`config.mk`:
```
export PLATFORM = sky130hd
export DESIGN_NAME = accelerator_scalar_fixed_alu
export DESIGN_NICKNAME = d
export VERILOG_FILES = /design/src/rtl/accelerator_scalar_fixed_alu.sv
export SDC_FILE = /design/constraint.sdc
export NUM_CORES = 2
export LEC_CHECK = 0
export CORE_AREA = 4 4 464 466
export DETAILED_ROUTE_END_ITERATION = 6
export DIE_AREA = 0 0 468 470
export PLACE_DENSITY = 0.44
export SETUP_SLACK_MARGIN = 0.5
export SLEW_MARGIN = 0
export SYNTH_ARGS = -nofsm -noshare
export SYNTH_HDL_FRONTEND = slang
export SYNTH_SLANG_ARGS = --single-unit
```
`constraint.sdc`:
```
create_clock -name CLK -period 7.61 [get_ports CLK]
set_input_delay 1.1415 -clock CLK [delete_from_list [all_inputs] [get_ports CLK]]
set_output_delay 1.1415 -clock CLK [all_outputs]
set_load 0.1 [all_outputs]
```
`src/rtl/accelerator_scalar_fixed_alu.sv`:
```
// Signed fixed-point (Q-format) scalar ALU: add, sub, shift-add multiply, restoring divide.
// Define ACCELERATOR_FIXED_SATURATE_EN to clamp overflowing results instead of wrapping.
module accelerator_scalar_fixed_alu #(
    parameter int DATA_SIZE     = 64,
    parameter int FRACTION_SIZE = 32
) (
    input  logic                 CLK,
    input  logic                 RST,
    input  logic                 START,
    input  logic [1:0]           OPERATION,
    input  logic [DATA_SIZE-1:0] DATA_A_IN,
    input  logic [DATA_SIZE-1:0] DATA_B_IN,
    output logic                 READY,
    output logic [DATA_SIZE-1:0] DATA_OUT,
    output logic                 OVERFLOW_OUT
);

    localparam int N  = DATA_SIZE;
    localparam int F  = FRACTION_SIZE;
    localparam int PW = 2 * N;
    localparam int QW = N + F;
    localparam int CW = $clog2(QW + 1);

    localparam logic [CW-1:0] MUL_ITERS = CW'(N);
    localparam logic [CW-1:0] DIV_ITERS = CW'(QW);

    localparam logic [N-1:0] MAX_POS = {1'b0, {(N-1){1'b1}}};
    localparam logic [N-1:0] MIN_NEG = {1'b1, {(N-1){1'b0}}};

    localparam logic [PW-1:0] POS_LIMIT = PW'(MAX_POS);
    localparam logic [PW-1:0] NEG_LIMIT = PW'(MIN_NEG);

    typedef enum logic [2:0] {
        IDLE,
        ADD,
        MUL,
        DIV,
        DONE
    } state_t;

    state_t state;
    state_t state_next;

    logic          sub_q;
    logic [N-1:0]  a_q;
    logic [N-1:0]  b_q;
    logic [N-1:0]  b_mag;
    logic          res_neg_q;
    logic          a_neg_q;
    logic [PW-1:0] acc;
    logic [PW-1:0] mcand;
    logic [N-1:0]  mplier;
    logic [N-1:0]  rem;
    logic [QW-1:0] dq;
    logic [CW-1:0] cnt;

    logic [N-1:0]  in_a_mag;
    logic [N-1:0]  in_b_mag;
    logic          mul_last;
    logic          div_zero;
    logic          div_last;
    logic          finish;

    logic [N:0]    rem_shift;
    logic [N-1:0]  rem_sub;
    logic          q_bit;
    logic [N:0]    sum;

    logic [PW-1:0] mag;
    logic [N-1:0]  mag_lo;
    logic [N-1:0]  wrap_val;
    logic [N-1:0]  res_val;
    logic          sat_neg;
    logic          res_ovf;

    // Magnitudes fit DATA_SIZE unsigned bits, including the most negative operand.
    assign in_a_mag = DATA_A_IN[N-1] ? (~DATA_A_IN + N'(1)) : DATA_A_IN;
    assign in_b_mag = DATA_B_IN[N-1] ? (~DATA_B_IN + N'(1)) : DATA_B_IN;

    assign mul_last = (cnt == MUL_ITERS);
    assign div_zero = (b_mag == '0);
    assign div_last = div_zero || (cnt == DIV_ITERS);
    assign finish   = (state == ADD)
                   || (state == MUL && mul_last)
                   || (state == DIV && div_last);

    // One restoring-division step; a successful subtract always fits DATA_SIZE bits.
    assign rem_shift = {rem, dq[QW-1]};
    assign q_bit     = (rem_shift >= {1'b0, b_mag});
    assign rem_sub   = rem_shift[N-1:0] - b_mag;

    // Add/sub carried at DATA_SIZE+1 bits so overflow is exact.
    assign sum = sub_q ? ({a_q[N-1], a_q} - {b_q[N-1], b_q})
                       : ({a_q[N-1], a_q} + {b_q[N-1], b_q});

    // Final result, overflow flag and wrap/saturate selection for the active operation.
    always_comb begin
        mag      = '0;
        mag_lo   = '0;
        wrap_val = '0;
        res_val  = '0;
        sat_neg  = 1'b0;
        res_ovf  = 1'b0;
        if (state == ADD) begin
            wrap_val = sum[N-1:0];
            sat_neg  = sum[N];
            res_ovf  = sum[N] ^ sum[N-1];
        end else begin
            mag      = (state == DIV) ? PW'(dq) : (acc >> F);
            mag_lo   = mag[N-1:0];
            wrap_val = res_neg_q ? (~mag_lo + N'(1)) : mag_lo;
            sat_neg  = res_neg_q;
            res_ovf  = mag > (res_neg_q ? NEG_LIMIT : POS_LIMIT);
        end
`ifdef ACCELERATOR_FIXED_SATURATE_EN
        res_val = res_ovf ? (sat_neg ? MIN_NEG : MAX_POS) : wrap_val;
`else
        res_val = wrap_val;
`endif
        if (state == DIV && div_zero) begin
            res_val = a_neg_q ? MIN_NEG : MAX_POS;
            res_ovf = 1'b1;
        end
    end

    // State register.
    always_ff @(posedge CLK) begin
        if (RST) begin
            state <= IDLE;
        end else begin
            state <= state_next;
        end
    end

    // Next-state selection; START only matters in IDLE.
    always_comb begin
        state_next = state;
        case (state)
            IDLE: begin
                if (START) begin
                    case (OPERATION)
                        2'b10:   state_next = MUL;
                        2'b11:   state_next = DIV;
                        default: state_next = ADD;
                    endcase
                end
            end
            ADD:     state_next = DONE;
            MUL:     if (mul_last) state_next = DONE;
            DIV:     if (div_last) state_next = DONE;
            DONE:    state_next = IDLE;
            default: state_next = IDLE;
        endcase
    end

    // Operand capture, iteration datapath and result registers.
    always_ff @(posedge CLK) begin
        if (RST) begin
            sub_q        <= 1'b0;
            a_q          <= '0;
            b_q          <= '0;
            b_mag        <= '0;
            res_neg_q    <= 1'b0;
            a_neg_q      <= 1'b0;
            acc          <= '0;
            mcand        <= '0;
            mplier       <= '0;
            rem          <= '0;
            dq           <= '0;
            cnt          <= '0;
            READY        <= 1'b0;
            DATA_OUT     <= '0;
            OVERFLOW_OUT <= 1'b0;
        end else begin
            READY <= finish;
            case (state)
                IDLE: begin
                    if (START) begin
                        sub_q     <= OPERATION[0];
                        a_q       <= DATA_A_IN;
                        b_q       <= DATA_B_IN;
                        b_mag     <= in_b_mag;
                        res_neg_q <= DATA_A_IN[N-1] ^ DATA_B_IN[N-1];
                        a_neg_q   <= DATA_A_IN[N-1];
                        acc       <= '0;
                        mcand     <= PW'(in_a_mag);
                        mplier    <= in_b_mag;
                        rem       <= '0;
                        dq        <= QW'(in_a_mag) << F;
                        cnt       <= '0;
                    end
                end
                MUL: begin
                    if (!mul_last) begin
                        acc    <= acc + (mplier[0] ? mcand : '0);
                        mcand  <= mcand << 1;
                        mplier <= mplier >> 1;
                        cnt    <= cnt + CW'(1);
                    end
                end
                DIV: begin
                    if (!div_last) begin
                        rem <= q_bit ? rem_sub : rem_shift[N-1:0];
                        dq  <= {dq[QW-2:0], q_bit};
                        cnt <= cnt + CW'(1);
                    end
                end
                default: ;
            endcase
            if (finish) begin
                DATA_OUT     <= res_val;
                OVERFLOW_OUT <= res_ovf;
            end
        end
    end

endmodule

```
**Yosys cells after proc, flatten, opt, wreduce, memory -nomap -nowiden**

Cells that the tools add are included.

- Memories kept: 0
- Bits of input ports: 133
- Register bits: 751
- Word-level logic and storage cells: 96
- Bits in latches: 0
- Bits in read-only memories: 0
- Bits in writable memories: 0

- Equal/unequal tests: 12
- Divide/modulo/power cells: 0
- Add/subtract/negate cells: 8
- $lt $le $gt $ge: 2
- Reductions and logical operators: 16
- Bitwise gates (word level): 5
- Multiplexer cells: 37
- Multipliers: 0
- Shift operators: 0

Operators by type and width:

| cell | number |
|---|---|
| 64-bit 2-to-1 mux | 12 |
| 128-bit 2-to-1 mux | 5 |
| 128-bit case mux with 2 select lines | 2 |
| 96-bit 2-to-1 mux | 3 |
| 64-bit case mux with 2 select lines | 2 |
| 64-bit by 1-bit adder with 64-bit output, second input constant | 3 |
| 64-bit inverter | 3 |
| 96-bit case mux with 2 select lines | 1 |
| 128-bit adder | 1 |
| 96-bit by 64-bit greater-than comparator with 1-bit output | 1 |
| 64-bit by 64-bit adder with 65-bit output | 1 |
| 65-bit by 64-bit >= comparator with 1-bit output | 1 |
| 65-bit 2-to-1 mux | 1 |
| 64-bit by 64-bit subtractor with 65-bit output | 1 |
| 64-bit zero test | 1 |
| 64-bit subtractor | 1 |
| 7-bit 2-to-1 mux | 3 |
| 7-bit case mux with 3 select lines | 1 |
| 7-bit equality test, second input constant | 2 |
| 3-bit case mux with 4 select lines | 1 |
| 2-bit inequality test, second input constant | 5 |
| 3-bit 2-to-1 mux | 3 |
| 3-bit AND reduction | 3 |
| 7-bit by 1-bit adder with 7-bit output, second input constant | 1 |
| 13 further kinds | 22 |

**Longest topological paths before layout**

- Depth in word-level cells: 7
- Mapped depth: 27
- Mapped depth without buffers: 25

**Worst setup path before layout**

OpenSTA, ideal clock, no wires.

- Path kind: register -> register
- From: reg state[2]
- To: reg DATA_OUT[52]
- Data required time: 7.478 ns
- Path buffers: 8
- Slack: 2.492 ns
- Cell stages (with the launch flop): 22
- Arrival: 4.986 ns
- Clock period less this slack: 5.118 ns
- Cell sequence: dfxtp_1 -> buf_4 -> and3b_1 -> buf_4 -> buf_2 -> buf_2 -> buf_2 -> buf_1 -> clkbuf_1 -> clkbuf_1 -> mux2i_1 -> ha_1 -> o2111ai_1 -> nand2b_1 -> nor4_1 -> nand2_1 -> or3_1 -> or2_2 -> o31ai_1 -> xnor2_1 -> a221oi_1 -> nor3_1

- Word-level cells in the longest chain between the ends: 7

Ends and longest elaborated chain:

| what | line | text |
|---|---|---|
| start, declared | 41 | `state_t state;` |
| start signal, assigned | 131 | `state <= state_next;` |
| 3-bit by 2-bit equality test with 1-bit output | 85, 109, 120 |  |
| 96-bit 2-to-1 mux | 109 | `mag = (state == DIV) ? PW'(dq) : (acc >> F);` |
| 64-bit inverter | 111 | `wrap_val = res_neg_q ? (~mag_lo + N'(1)) : mag_lo;` |
| 64-bit by 1-bit adder with 64-bit output | 111 |  |
| 64-bit 2-to-1 mux | 111 |  |
| 64-bit 2-to-1 mux | 104 | `if (state == ADD) begin` |
| 64-bit 2-to-1 mux | 120 | `if (state == DIV && div_zero) begin` |
| end signal, assigned | 211 | `DATA_OUT <= res_val;` |
| end, declared | 14 | `output logic [DATA_SIZE-1:0] DATA_OUT,` |

Several ways; a longest one is shown, not always the timed one.
A chain may end at the register's enable or synchronous reset.

**Worst setup path after layout**

- From: reg b_q[2]
- To: reg DATA_OUT[63]

- Word-level cells in the longest chain between the ends: 4

Ends and longest elaborated chain:

| what | line | text |
|---|---|---|
| start, declared | 46 | `logic [N-1:0] b_q;` |
| start signal, assigned | 161 | `b_q <= '0;` |
| start signal, assigned | 181 | `b_q <= DATA_B_IN;` |
| 64-bit by 64-bit adder with 65-bit output or 64-bit by 64-bit subtractor with 65-bit output (tied branches) | 94, 93 |  |
| 65-bit 2-to-1 mux * | 93 | `assign sum = sub_q ? ({a_q[N-1], a_q} - {b_q[N-1], b_q})` |
| 64-bit 2-to-1 mux * | 104 |  |
| 64-bit 2-to-1 mux * | 120 |  |

Every way passes the cells marked *; elsewhere a longest branch is shown, timed or not.

==> results.toml <==
[outcome]
status = "finished, final reports clean"

[synth]
yosys_warnings = 0
synth_edf_count = 0
ys_seq_area_share_pct = 28.53
synth_top_flop_cell = "dfxtp_1"
ys_ff_latch = 749
synth.most_common_cell = "nand2_1"
syn-num-nets = 7684
synth_common_cells = "nand2_1, a21oi_1, dfxtp_1"
async_reset_ff_share_pct = 0
synthCells = 7223
synth_area_leaders = "dfxtp_1, a21oi_1, nand2_1"
syn-cell-area_mm2 = 0.05256
ys_types = 87
synth.top_cell.area_share_pct = 28.53
synth_top_cell_by_area = "dfxtp_1"
syn_area_per_cell_um2 = 7.277

[worst_setup_path]
worst-setup-path-type = "register to register"
crit_fanout = 6
endpoint_kind = "register"
cp-start-kind = "register"
cp.arrival_ns = 6.74
required_ns = 8.21

[route]
routed_wl_mm = 230.3
post_drt_via_cell_ratio = 5.308
wl_per_cell_um = 22.99
ant_nets = 0
drt_iter0_drc = 4744
drc = 0
vias = 53156
dr.pass1.iters = 6

[sta]
min_period_over_period_pct = 80.72
setup_violations = 0
rsz0062_at_grt = "false"
layout_setup_ws_ns = 1.467
fmax_mhz = 162.8
skew_ns = 0.04747
tns_ns = 0
slew_violations = 0
relSlewSlack_pct = 20.35
hold_violations = 0
hold_slack_ns = 0.4491
tightest_slew_ns = 1.191
fin_crit_ns = 6.143

[die]
die_h_um = 470
io_pins = 199
initial_core_util_pct = 24.88
die_w_um = 468
row_count = 169
core_area_mm2 = 0.2112
die_area_mm2 = 0.2200

[global_routing]
grt_pass1_vias = 49523
grt_use_total_pct = 19.98
grt_max_degree = 179
grt_antenna_before_repair = 30
grt_overflow = 0
grt_pass1_wl_mm = 335.7

[final_layout]
multi_input_area_mm2 = 0.03506
drive_above_1_share_pct = 4.413
fill_cells = 23066
fin_nets = 7568
area_growth_pct = 14.68
seq_area_mm2 = 0.01500
utilization_pct = 28.53

[place]
numPortBuffers = 198
dp_hpwl_mm = 179.2
dpl_worst_slack_ns = 1.562
globalplace.congestion = 0.9286

[power]
p_leak_nw = 23.15
ir_drop_v = 0.0001997
power_mw = 13.87
power.density_mw_per_mm2 = 230.1

[clocking]
cts_resized = 0
ctsHoldBuffers = 0
cts_setup_buffers = 0
cts_buffer_depth = 3
cts_tree = "yes"
cts_sinks = 749
clock_latency_ns = 0.75
numCtsBuffers = 95
clk_pin_slew_ns = 0.06
h-tree-depth = 3
cts_root_buf = "clkbuf_16"

[job]
drv_cap = 0

[hold_path]
worst_hold_path_type = "register to register"
[state kept, by name (all words and copies together), names as in the netlist, 63 cells and up]
| name | cells |
|---|---|
| dq | 96 |
| a_q | 64 |
| mplier | 64 |
| acc | 128 |
| b_mag | 63 |
| rem | 64 |
| mcand | 128 |
| DATA_OUT | 64 |
| b_q | 64 |
[layer usage]
| layer | GRT usage (%) | vias up | routed length (µm) |
|---|---|---|---|
| li1 | - | 25449 | - |
| met1 | 28.25 | 25768 | 107600 |
| met2 | 30.96 | 1651 | 100800 |
| met3 | 2.218 | 286 | 12270 |
| met4 | 7.743 | 2 | 9535 |
| met5 | 0 | - | 20 |
[where the power goes]
| part | internal, mW | switching, mW |
|---|---|---|
| Sequential | 4.24 | 0.361 |
| Combinational | 1.28 | 3.11 |
| Clock | 2.88 | 2.01 |
| Total | 8.39 | 5.48 |
[worst paths after layout]
kind / to / slack [ns] / cells past startpoint / from
max: DATA_OUT[63] / 1.47 / 22 / b_q[2]
min: mcand[93] / 0.45 / 2 / mcand[92]
min reg2reg: mcand[93] / 0.45 / 2 / mcand[92]
max reg2reg: DATA_OUT[63] / 1.47 / 22 / b_q[2]
[placed cells by master (no fill, tap or decap), types with 14 or more instances in the layout]
cell / instances
nand2_1: 1129
a21oi_1: 976
dfxtp_1: 746
nor2_1: 533
o21ai_0: 392
ha_1: 325
xnor2_1: 317
nand3_1: 231
inv_1: 203
clkdlybuf4s50_1: 195
xor2_1: 167
a21o_1: 152
nand4_1: 147
nor3_1: 145
and2_1: 140
clkbuf_16: 95
o21bai_1: 86
a221oi_1: 81
a211oi_1: 78
o31ai_1: 74
a22oi_1: 71
nor4_1: 69
buf_4: 68
mux2i_1: 59
or3_1: 54
nand2b_1: 50
a31oi_1: 50
nor2b_1: 47
o211ai_1: 44
o21a_1: 37
and3_1: 28
o41ai_1: 25
or2_2: 25
or4_1: 23
clkbuf_8: 23
a21boi_0: 21
a22o_1: 21
clkinv_2: 14
[per-stage QoR]
stage | cells | cell area, µm²
2_1_floorplan | 7223 | 52560
3_3_place_gp | 9831 | 56900
3_5_place_dp | 9831 | 56900
4_1_cts | 10004 | 60250
5_1_grt | 10013 | 60270
6_report | 10015 | 60280
[cell type report]
class / instances / area share (%)
Timing Repair Buffer: 269 / 4.226
Clock inverter: 43 / 1.015
Tap cell: 2821 / 5.856
Multi-Input combinational cell: 5789 / 58.16
Sequential cell: 749 / 24.89
Clock buffer: 130 / 4.544
Inverter: 203 / 1.264
Antenna cell: 11 / 0.04567
[cell families after synthesis]
kind of cell               Yosys count  synth area share, %
AOI/OAI and AO/OA                 2228                25.87
and+or+nand+nor                   2684                23.46
buffers and inverters              685                4.975
adders and majority gates          328                7.851
xor gates and xnor gates           484                8.065
muxes                               65                1.252
DFF                                749                28.53
[worst max-delay path, cell delays in order, from the launching register on]
cell      delay, ns
dfxtp_1        0.34
or3_1          0.40
nor3_1         0.21
nand2b_1       0.15
nor3b_1        0.64
and2_1         0.33
nand2_1        0.07
nor2_1         0.33
a21oi_1        0.15
xnor2_1        0.30
ha_1           0.34
and2_0         0.29
and3_1         0.24
and3_1         0.17
a221oi_1       0.37
o22ai_1        0.17
o31ai_1        0.56
a21oi_1        0.16
o22ai_1        0.20
xor2_1         0.24
nor2_1         0.06
o21ai_0        0.17
a21oi_1        0.08
Power figures use the tool's default switching activity.
